[src/rtl/cnu_pkg.sv]
// Shared definitions for the check-node expansion stage.
// Optional build macro: OFFSET_EN (offset min-sum magnitude correction).
package cnu_pkg;

  localparam int DATA_W = 8;
  localparam int IDX_W  = 8;
  localparam int D_DEF  = 5;
  localparam int REC_W  = 2*DATA_W + IDX_W + D_DEF + 1;

  function automatic logic parity(input logic [31:0] s);
    return ^s;
  endfunction

  function automatic logic [31:0] sat_sub(
    input logic [31:0] a,
    input logic [31:0] b
  );
    return (a > b) ? (a - b) : 32'd0;
  endfunction

endpackage

[src/rtl/cnu_rec_fifo.sv]
// Small synchronous record FIFO with combinational head.
// Optional build macro: OFFSET_EN (not used in this file).
module cnu_rec_fifo
  import cnu_pkg::*;
#(
  parameter int W     = REC_W,
  parameter int DEPTH = 2
) (
  input  logic         clk,
  input  logic         rst,
  input  logic         push,
  input  logic [W-1:0] din,
  input  logic         pop,
  output logic [W-1:0] head,
  output logic         full,
  output logic         empty
);

  localparam int AW = (DEPTH > 1) ? $clog2(DEPTH) : 1;

  logic [W-1:0]  mem [DEPTH];
  logic [AW-1:0] wr_ptr;
  logic [AW-1:0] rd_ptr;
  logic [AW:0]   cnt;

  assign full  = (cnt == (AW+1)'(DEPTH));
  assign empty = (cnt == '0);
  assign head  = mem[rd_ptr];

  // storage write, no reset needed on data
  always_ff @(posedge clk) begin
    if (push) mem[wr_ptr] <= din;
  end

  // pointer and occupancy bookkeeping
  always_ff @(posedge clk or posedge rst) begin
    if (rst) begin
      wr_ptr <= '0;
      rd_ptr <= '0;
      cnt    <= '0;
    end else begin
      if (push) wr_ptr <= wr_ptr + 1'b1;
      if (pop)  rd_ptr <= rd_ptr + 1'b1;
      unique case ({push, pop})
        2'b10:   cnt <= cnt + 1'b1;
        2'b01:   cnt <= cnt - 1'b1;
        default: cnt <= cnt;
      endcase
    end
  end

endmodule

[src/rtl/cnu_expand.sv]
// Check-node output stage: expands min/min2/idx records into D messages.
// Optional build macro: OFFSET_EN (saturating offset on output magnitude).
module cnu_expand
  import cnu_pkg::*;
#(
  parameter int data_w = DATA_W,
  parameter int idx_w  = IDX_W,
  parameter int D      = D_DEF,
  parameter int DEPTH  = 2,
  parameter int OFFSET = 1
) (
  input  logic              clk,
  input  logic              rst,
  input  logic              in_valid,
  output logic              in_ready,
  input  logic [data_w-1:0] min,
  input  logic [data_w-1:0] min2,
  input  logic [idx_w-1:0]  min_idx,
  input  logic [D-1:0]      sign,
  output logic              out_valid,
  input  logic              out_ready,
  output logic [data_w:0]   out,
  output logic [idx_w-1:0]  out_idx,
  output logic              out_last
);

  localparam int RW = 2*data_w + idx_w + D + 1;

  logic [RW-1:0]     din;
  logic [RW-1:0]     head;
  logic              full;
  logic              empty;
  logic              push;
  logic              pop;
  logic              last;
  logic [idx_w-1:0]  k;
  logic [data_w-1:0] h_min;
  logic [data_w-1:0] h_min2;
  logic [idx_w-1:0]  h_idx;
  logic [D-1:0]      h_sign;
  logic              h_par;
  logic [D-1:0]      sh;
  logic [data_w-1:0] sel;
  logic [data_w-1:0] mag;
  logic              sgn;

  assign din = {min, min2, min_idx, sign,
                parity({{(32-D){1'b0}}, sign})};
  assign {h_min, h_min2, h_idx, h_sign, h_par} = head;

  assign in_ready  = !full;
  assign out_valid = !empty;
  assign push      = in_valid && !full;
  assign last      = (k == idx_w'(D-1));
  assign pop       = out_valid && out_ready && last;

  cnu_rec_fifo #(
    .W     (RW),
    .DEPTH (DEPTH)
  ) u_fifo (
    .clk   (clk),
    .rst   (rst),
    .push  (push),
    .din   (din),
    .pop   (pop),
    .head  (head),
    .full  (full),
    .empty (empty)
  );

  // edge counter steps on each accepted message, wraps at D-1
  always_ff @(posedge clk or posedge rst) begin
    if (rst) begin
      k <= '0;
    end else if (out_valid && out_ready) begin
      k <= last ? '0 : k + 1'b1;
    end
  end

  // message regeneration from head record and edge counter
  always_comb begin
    sh       = '0;
    sel      = '0;
    mag      = '0;
    sgn      = 1'b0;
    out      = '0;
    out_idx  = k;
    out_last = 1'b0;
    sh  = h_sign >> k;
    sel = (k == h_idx) ? h_min2 : h_min;
`ifdef OFFSET_EN
    mag = data_w'(sat_sub(32'(sel), 32'(OFFSET)));
    sgn = (mag != '0) && (h_par ^ sh[0]);
`else
    mag = sel;
    sgn = h_par ^ sh[0];
`endif
    if (!empty) begin
      out      = {sgn, mag};
      out_last = last;
    end
  end

endmodule
[config.mk]
export PLATFORM = sky130hd
export DESIGN_NAME = cnu_expand
export DESIGN_NICKNAME = d
export VERILOG_FILES = /design/src/rtl/cnu_pkg.sv /design/src/rtl/cnu_rec_fifo.sv /design/src/rtl/cnu_expand.sv
export SDC_FILE = /design/constraint.sdc
export NUM_CORES = 1
export LEC_CHECK = 0
export ABC_AREA = 1
export CORE_ASPECT_RATIO = 0.6
export CORE_MARGIN = 2
export CORE_UTILIZATION = 57
export CTS_CLUSTER_SIZE = 8
export DETAILED_ROUTE_END_ITERATION = 6
export PLACE_DENSITY_LB_ADDON = 0.08
export SLEW_MARGIN = 0
export SYNTH_ARGS = -nofsm -noshare
export SYNTH_HDL_FRONTEND = slang
export SYNTH_SLANG_ARGS = --single-unit
[constraint.sdc]
create_clock -name clk -period 4.7 [get_ports clk]
set_input_delay 0.47 -clock clk [delete_from_list [all_inputs] [get_ports clk]]
set_output_delay 0.47 -clock clk [all_outputs]
set_load 0.03 [all_outputs]
==> metrics.md <==
| Metric | Value |
|---|---|
| Number of remaining DRC errors | 0 |
| Most common cell after layout, fill and taps aside | nand2_1 |
| H-tree levels | 3 |
| Remaining antenna violation count | 0 |
| RR Endpoint | u_fifo.cnt[1] |
| Initial core utilization | 0.587 |
| Post-Synthesis Cells | 306 |
| Routed wire length | 6240 um |
| Final net count | 400 |
| Crit end category | output port |
| Post-route cell area | 4040 um^2 |
| Worst endpoint required time | 4.23 ns |
| TritonCTS buffer count | 9 |
| Fin. max-slew vios | 0 |
| Combinational power share | 0.410 |
| Post-cts repair resize count | 0 |
| Max_slew headroom | 0.687 |
| Core area | 5520 um^2 |
| Commonest non-fill, non-tap cells in the layout | 101 x nand2_1, 60 x edfxtp_1, 52 x clkdlybuf4s50_1 |
| Status | finished clean |
| Vias in the first global route | 2083 |
| Mean Syn Cell Area | 10.6 um^2 |
| Fin crit share | 0.748 |
| RR Startpoint | out_idx[0] |
| Area added between synthesis and finish | 24.8% |
| Pin count of the biggest net entering global routing | 34 |
| Min Clock Period, post-route | 3.52 ns |
| Iteration count of the initial detailed-routing pass | 4 |
| Post-Synthesis Cell Area | 3240 um^2 |
| Worst hold path type | in2async |
| DIE AREA | 6320 um^2 |
| Final Hold Fails | 0 |
| CTS max path bufs | 2 |
| Yosys synthesis warning count | 0 |
| Vias/cell | 5.11 |
| Max-Cap Viols | 0 |
| Hold_buf cts | 0 |
| Net Count, Synth | 342 |
| Clock power frac | 0.215 |
| Post-synth ARST share | 0.167 |
| Critical-path maximum fanout | 33 |
| 1st-iter DRT viols | 147 |
| CP peak stage delay | 0.68 ns |
| Die Y | 62.4 um |
| Internal | 1.62 mW |
| Setup tns final | 0 ns |
| Flops & latches, synth | 72 |
| Crit start category | flip-flop |
| GP Congestion | 0.862 |
| Worst-case reg-to-reg path depth | 12 |
| CP Class | reg2out |
| Psw | 1.02 mW |
| ANT cells | 0 |
| Worst vdd ir | 0.290 mV |
| Chip Width | 101 um |
| Root Buffer | clkbuf_8 |
| Register area share after synthesis | 0.649 |
| Slowest cell on crit path | clkdlybuf4s50_1 |
| Grt ovf | 0 |
| Post-DP Area | 3810 um^2 |
| Count of cell types in the netlist | 23 |
| Share of cells above drive strength 1 | 0.0623 |
| Buffer count from post-CTS setup fixing | 0 |
| Clk sink count | 72 |
| Critical Path Most Common Cell | nand2_1 |
| Worst slew pin tran | 0.470 ns |
| FP Rows | 21 |
| Main flop type after synthesis | edfxtp_1 |
| Io pins | 53 |
| Per-cell routed wire length | 14.3 um |
| PwrDens | 653 nW/um^2 |
| CTS tree | done |
| Setup-failing EPs final | 0 |
| Flop pwr share | 0.375 |
| Antenna violations before repair | 0 |
| Sw frac | 0.385 |
| Crit path cell chain | buf_4 -> inv_2 -> nand2_1 -> nand2_1 -> nand2_1 -> nand2_1 -> nand2_1 -> nor2_4 -> a21oi_1 -> nor2_1 -> clkdlybuf4s50_1 |
| First-pass GRT wire length | 10200 um |
| Max Clock Freq | 0.284 GHz |
| Gr usage total | 0.217 |
| Number of synthesized flops with an enable pin | 60 |
| R2R setup slack | 2.42 ns |
| HPWL Detailed | 4310 um |
| Routed via count | 2236 |
| Clk_skew | 0.00648 ns |
| Leak Pwr | 1.75 nW |
| RSZ-0062 raised after global routing | false |
| Worst skew pair latency | 0.34 ns |
| I/O Buffers | 52 |
| CP arrival | 3.05 ns |
| Clk slew on worst S/H paths | 0.07 ns |
-- cell usage after synthesis (2+ instances only) --
cell / n / area (um^2)
mux2i_1: 9 / 90.1
xnor2_1: 3 / 26.3
nand4_1: 2 / 12.5
nor3_1: 2 / 10.0
inv_1: 28 / 105
a21oi_1: 10 / 50.1
o21ai_0: 3 / 15.0
nand2_1: 101 / 379
xor2_1: 10 / 87.6
nand3_1: 25 / 125
ha_1: 3 / 37.5
buf_4: 3 / 22.5
nor2_4: 2 / 22.5
edfxtp_1: 60 / 1800
nor2_1: 24 / 90.1
dfrtp_1: 12 / 300
buf_6: 3 / 33.8
-- metal layers --
| metal | wire length [um] | up-vias | track usage |
|---|---|---|---|
| li1 | - | 1119 | - |
| met1 | 3120 | 1028 | 0.333 |
| met2 | 2590 | 82 | 0.300 |
| met3 | 469 | 7 | 0.0626 |
| met4 | 68 | 0 | 0.0676 |
| met5 | 0 | - | 0 |
-- power groups by stage --
stage / registers, mW / logic, mW / clock network (mW)
3_3_place_gp: 0.999 / 1.07 / 0
3_5_place_dp: 1.00 / 1.08 / 0
6_report: 0.991 / 1.08 / 0.567
4_1_cts: 0.990 / 1.08 / 0.576
2_1_floorplan: 1.04 / 0.684 / 0
5_1_grt: 1.01 / 1.19 / 0.609
-- worst max path at each step --
| stage | startpoint | to | slack, ns | cells after the start |
|---|---|---|---|---|
| 5_1_grt | u_fifo.rd_ptr | out[1] | 0.96 | 11 |
| 3_5_place_dp | u_fifo.rd_ptr | out[7] | 1.61 | 11 |
| 6_report | u_fifo.rd_ptr | out[1] | 1.18 | 11 |
| 2_1_floorplan | out_idx[0] | u_fifo.cnt[1] | 2.20 | 12 |
| 4_1_cts | u_fifo.rd_ptr | out[7] | 1.21 | 11 |
| 3_3_place_gp | u_fifo.rd_ptr | out[1] | 1.64 | 11 |
-- per-stage QoR --
stage / setup slack (ns) / hold WS [ns] / cells / power [mW] / util
after floorplan: 2.20 / 0.335 / 306 / 1.72 / -
after global placement: 1.64 / 0.520 / 422 / 2.07 / 0.690
after detailed placement: 1.61 / 0.524 / 422 / 2.08 / 0.690
after CTS: 1.21 / 0.450 / 438 / 2.65 / 0.733
after global routing: 0.956 / 0.521 / 438 / 2.81 / 0.733
final: 1.18 / 0.440 / 438 / 2.64 / 0.733
-- layout make-up --
cell class,count,area [um^2]
Clock buffer,10,128
Clock inverter,6,108
Fill cell,383,1470
Inverter,30,113
Multi-Input combinational cell,196,965
Sequential cell,72,2100
Tap cell,69,86.3
Timing Repair Buffer,55,543
-- sequential cells by signal, indices dropped and copies added, names as in the netlist --
name	count
out_idx	8
u_fifo.cnt	2
u_fifo.mem	60
u_fifo.rd_ptr	1
u_fifo.wr_ptr	1
-- critical path: cells and delay by family (launching register included) --
family,cells,cell delay (ns)
buffers and inverters,3,1.33
and+or+nand+nor,7,0.90
DFF,1,0.36
AOI/OAI and AO/OA,1,0.11
-- cell families (layout without fill, tap and decap cells) --
group,after synthesis,after routing,share of synthesized area
AND/OR/NAND/NOR,158,158,0.202
flip-flops,72,72,0.649
buffers and inverters,38,101,0.0548
AO/OA/AOI/OAI,13,13,0.0201
XOR/XNOR,13,13,0.0351
multiplexers,9,9,0.0278
adder cells (fa/ha/maj),3,3,0.0116
No activity file was read; power rests on OpenSTA's default activity.
